<file path="src/rtl/dir_mapp.sv">
// -----------------------------------------------------------------------------
// dir_mapp : 32-line direct-mapped lookup table, one 32-bit word per line.
//
// The input word is both the address and the payload:
//   index = data_in[4:0], tag = data_in[31:5].
//
// Ports
//   clk         in   rising-edge clock for all state
//   rst_n       in   asynchronous active-low reset (clears valid bits, outputs)
//   enable      in   1 = perform the operation selected by read_write
//   read_write  in   1 = write (fill the indexed line), 0 = read (lookup)
//   data_in     in   [31:0] address/data word
//   data_out    out  [31:0] registered lookup result (0 on miss)
//   hit         out  registered, 1 = last lookup hit
//
// Writes always evict whatever the indexed line held. Outputs only change
// on a read; writes and idle cycles leave them holding.
// -----------------------------------------------------------------------------
module dir_mapp (
  input  logic        clk,
  input  logic        rst_n,
  input  logic        enable,
  input  logic        read_write,
  input  logic [31:0] data_in,
  output logic [31:0] data_out,
  output logic        hit
);

  localparam int LINES = 32;

  logic [4:0]       idx;
  logic [26:0]      tag;
  logic             wr_en;
  logic             rd_en;
  logic             lookup_hit;

  logic [LINES-1:0] valid_q;
  logic [LINES-1:0] valid_d;
  logic [31:0]      data_out_q;
  logic [31:0]      data_out_d;
  logic             hit_q;
  logic             hit_d;

  // Tag/data storage carries no reset: a cleared valid bit is enough to make
  // a line miss, so stale contents are never observed.
  logic [26:0]      tag_mem  [LINES];
  logic [31:0]      data_mem [LINES];

  assign idx   = data_in[4:0];
  assign tag   = data_in[31:5];
  assign wr_en = enable & read_write;
  assign rd_en = enable & ~read_write;

  // The tag compare has to happen in the same cycle as the request, so the
  // arrays are read combinationally and only the result is registered.
  assign lookup_hit = valid_q[idx] && (tag_mem[idx] == tag);

  always_comb begin
    valid_d    = valid_q;
    data_out_d = data_out_q;
    hit_d      = hit_q;
    if (wr_en) begin
      valid_d[idx] = 1'b1;
    end
    if (rd_en) begin
      hit_d      = lookup_hit;
      data_out_d = lookup_hit ? data_mem[idx] : 32'h0000_0000;
    end
  end

  always_ff @(posedge clk or negedge rst_n) begin
    if (!rst_n) begin
      valid_q    <= '0;
      data_out_q <= 32'h0000_0000;
      hit_q      <= 1'b0;
    end else begin
      valid_q    <= valid_d;
      data_out_q <= data_out_d;
      hit_q      <= hit_d;
    end
  end

  always_ff @(posedge clk) begin
    if (wr_en) begin
      tag_mem[idx]  <= tag;
      data_mem[idx] <= data_in;
    end
  end

  assign data_out = data_out_q;
  assign hit      = hit_q;

endmodule

</file>
<file path="config.mk">
export PLATFORM = sky130hd
export DESIGN_NAME = dir_mapp
export DESIGN_NICKNAME = d
export VERILOG_FILES = /design/src/rtl/dir_mapp.sv
export SDC_FILE = /design/constraint.sdc
export NUM_CORES = 1
export LEC_CHECK = 0
export ABC_AREA = 1
export BUFFER_PORTS_ARGS = -buffer_cell sky130_fd_sc_hd__buf_4
export CORE_MARGIN = 5
export CORE_UTILIZATION = 50
export DETAILED_ROUTE_END_ITERATION = 10
export GPL_ROUTABILITY_DRIVEN = 0
export PLACE_DENSITY = 0.76
export SYNTH_ARGS = -nofsm -noshare
export SYNTH_HDL_FRONTEND = slang
export SYNTH_SLANG_ARGS = --single-unit
</file>
<file path="constraint.sdc">
create_clock -name clk -period 4.3 [get_ports clk]
set_input_delay 1.29 -clock clk [delete_from_list [all_inputs] [get_ports clk]]
set_output_delay 1.29 -clock clk [all_outputs]
set_load 0.03 [all_outputs]
</file>
==> results.yml <==
status:
  status: "complete, no violations"
detailed_routing:
  postRouteAntennaNets: 0
  wl_per_cell_um: 22.3
  drt-initial-drc-count: 4156
  drc: 0
  drtPass1Iterations: 6
  drt-total-wl_mm: 122
  vias: 30800
  via_per_inst: 5.63
floorplan:
  die_w_um: 308
  core_um2: 88200
  die_h_um: 308
  dieArea_um2: 94700
  pin_count: 69
  num_rows: 109
  initial_core_util: 0.502
clocking:
  cts_made_buffers: 106
  clk_pin_slew_ns: 0.06
  cts_tree: "done"
  clk_latency_ns: 0.69
  cts.path.max_buffers: 3
  htreeDepth: 3
  cts_hold_buf: 0
  post_cts_buffers: 0
  cts_resized: 0
  cts.sinks: 1089
  root_buffer: "clkbuf_16"
timing:
  hold_violations: 0
  finClkSkew_ns: 0.0281
  rsz0062_at_grt: "no"
  layout_min_cycle_time_ns: 3.66
  post-route-period-util: 0.850
  final_max_slew_viol_count: 0
  setup_viol: 0
  worst_pin_slew_ns: 1.00
  slew_headroom: 0.332
  fmax_mhz: 274
setup_path:
  crit_arrival_ns: 4.27
  critPathCaptureType: "register"
  worstSetupPathType: "in -> reg"
  max_stage_delay_ns: 0.27
  r2r_cells: 18
  crit_chain: "buf_8 -> inv_8 -> buf_12 -> buf_4 -> nand2_1 -> nand2_1 -> nand2_1 -> nand2_1 -> nand2_1 -> nand2_1 -> nor2_1 -> nand2_1 -> nand2_1 -> nand2_1 -> nor2_1 -> nand2_1 -> nor2_1 -> nand2_1 -> nor2_4 -> buf_4 -> nand2_1 -> nand2_1"
  worst-path-max-fanout: 34
  required_ns: 4.91
  critical-path-slowest-cell: "nor2_1"
  cp-start-kind: "primary input"
  cp_common_cell: "nand2_1"
min_path:
  hp-class: "reg -> reg"
  min_path_cells: 1
synth:
  ys_ff_latch: 1089
  netlist_area_um2: 44300
  yosysSeqAreaShare: 0.731
  synthCells: 4089
  yosys.area.top_type: "edfxtp_1"
  synthTopCellsByArea: "edfxtp_1 69%, nand2_1 20%, dfrtp_1 3.7%"
  ys_warn_count: 0
  yosys.cell_types.count: 25
  yosys.area.top_type_share: 0.694
  synth_nets: 4125
  syn_avg_cell_area_um2: 10.8
global_routing:
  grt_pass1_wl_mm: 182
  grt_overflow: 0
  grt_pass1_vias: 29700
  grt_max_degree: 128
  grt_usage: 0.255
  antenna_found_initial: 4
finish:
  layout.cells.non_filler: 5459
  final_area_um2: 50800
  final_layout_size_suffix_gt1_frac: 0.100
  final_nets: 4237
  syn_to_final_growth_pct: 14.5
  n_antenna_cell: 0
  fillers: 6827
  final_common_cell: "nand2_1"
  final_cell_mix: "2313 x nand2_1, 1024 x edfxtp_1, 158 x buf_4, 107 x clkbuf_16, 97 x nand3_1"
power_and_ir_drop:
  cellLeakagePower_nw: 20.5
  max-vdd-ir-drop_mv: 0.419
  p_per_area_nw_per_um2: 439
placed_design:
  dp_hpwl_mm: 66.8
  postPlaceCellArea_um2: 47300
  placed_cells: 5258
  portBuffers: 68
run:
  cap_violations: 0
-- cells by family after synthesis --
| kind of cell | count (synthesis) | share of synthesized area |
|---|---|---|
| DFF | 1089 | 0.731 |
| AOI/OAI and AO/OA | 95 | 0.0139 |
| buffers and inverters | 246 | 0.0220 |
| and+or+nand+nor | 2659 | 0.234 |
-- flip-flops by register name (all words and copies together), names as in the netlist --
name,count
data_mem,993
data_out,32
hit,1
tag_mem,31
valid_q,32
-- routing by layer --
layer | track usage | vias up | wire length, um
li1 | - | 13800 | -
met1 | 0.356 | 14600 | 46600
met2 | 0.397 | 1920 | 55600
met3 | 0.0550 | 353 | 14700
met4 | 0.0995 | 4 | 5130
met5 | 0 | - | 24
-- critical path: cells and delay by family --
kind,cells,cell delay [ns]
and+or+nand+nor,17,1.87
buffers and inverters,5,1.03
-- area by class of cell --
class	count	area (um^2)	area share
clock buffer	153	2980	0.0587
clock inverter	48	457	0.00900
inverter	49	196	0.00387
multi-input combinational	2754	11300	0.222
sequential	1089	32400	0.638
tap	1165	1460	0.0287
timing repair buffer	201	2040	0.0401
-- path summary, 6_finish.rpt --
| path | start | endpoint | slack [ns] |
|---|---|---|---|
| setup / recovery | data_in[0] | data_out[7]$_DFFE_PN0P_ | 0.64 |
| hold / removal | valid_q[15]$_DFFE_PN0P_ | valid_q[15]$_DFFE_PN0P_ | 0.47 |
| setup reg to reg | data_mem[23][22]$_DFFE_PP_ | data_out[7]$_DFFE_PN0P_ | 1.60 |
| hold reg to reg | valid_q[15]$_DFFE_PN0P_ | valid_q[15]$_DFFE_PN0P_ | 0.47 |
| max in group asynchronous | rst_n | data_out[18]$_DFFE_PN0P_ | 2.86 |
| min in group asynchronous | rst_n | data_out[13]$_DFFE_PN0P_ | 0.75 |
-- cell usage after synthesis --
master,instances
nand2_1,2313
edfxtp_1,1024
clkbuf_1,144
nor2_1,108
nor3_1,101
nand3_1,97
dfrtp_1,65
o22ai_1,42
inv_1,41
buf_2,31
o31ai_1,27
or2_2,27
buf_1,18
o21ai_0,17
inv_2,5
nand3b_1,5
o2111ai_1,5
buf_4,4
a21oi_1,3
clkinv_1,3
nor3_2,3
nand4_1,2
nor2_2,2
nor2_4,1
o21ai_1,1
-- power by group --
group          total, W  leakage (nW)  switching (W)  internal [W]
clock network   0.00918          1.66        0.00393       0.00525
logic           0.00137          8.79       0.000993      0.000376
registers        0.0117          10.1      0.0000395        0.0117
total            0.0223          20.5        0.00496        0.0173
-- stage by stage --
stage / worst slack (ns) / utilization / hold slack (ns) / power [W] / TNS, ns
after detailed placement: 0.0944 / 0.536 / 0.446 / 0.0133 / 0
final: 0.644 / 0.575 / 0.468 / 0.0223 / 0
after floorplan: -0.212 / - / 0.424 / 0.0127 / -55.31
after CTS: 0.753 / 0.575 / 0.460 / 0.0223 / 0
after global placement: 0.119 / 0.536 / 0.434 / 0.0133 / 0
after global routing: 0.471 / 0.575 / 0.478 / 0.0230 / 0
Note: power is estimated with default switching activity, not from simulation.
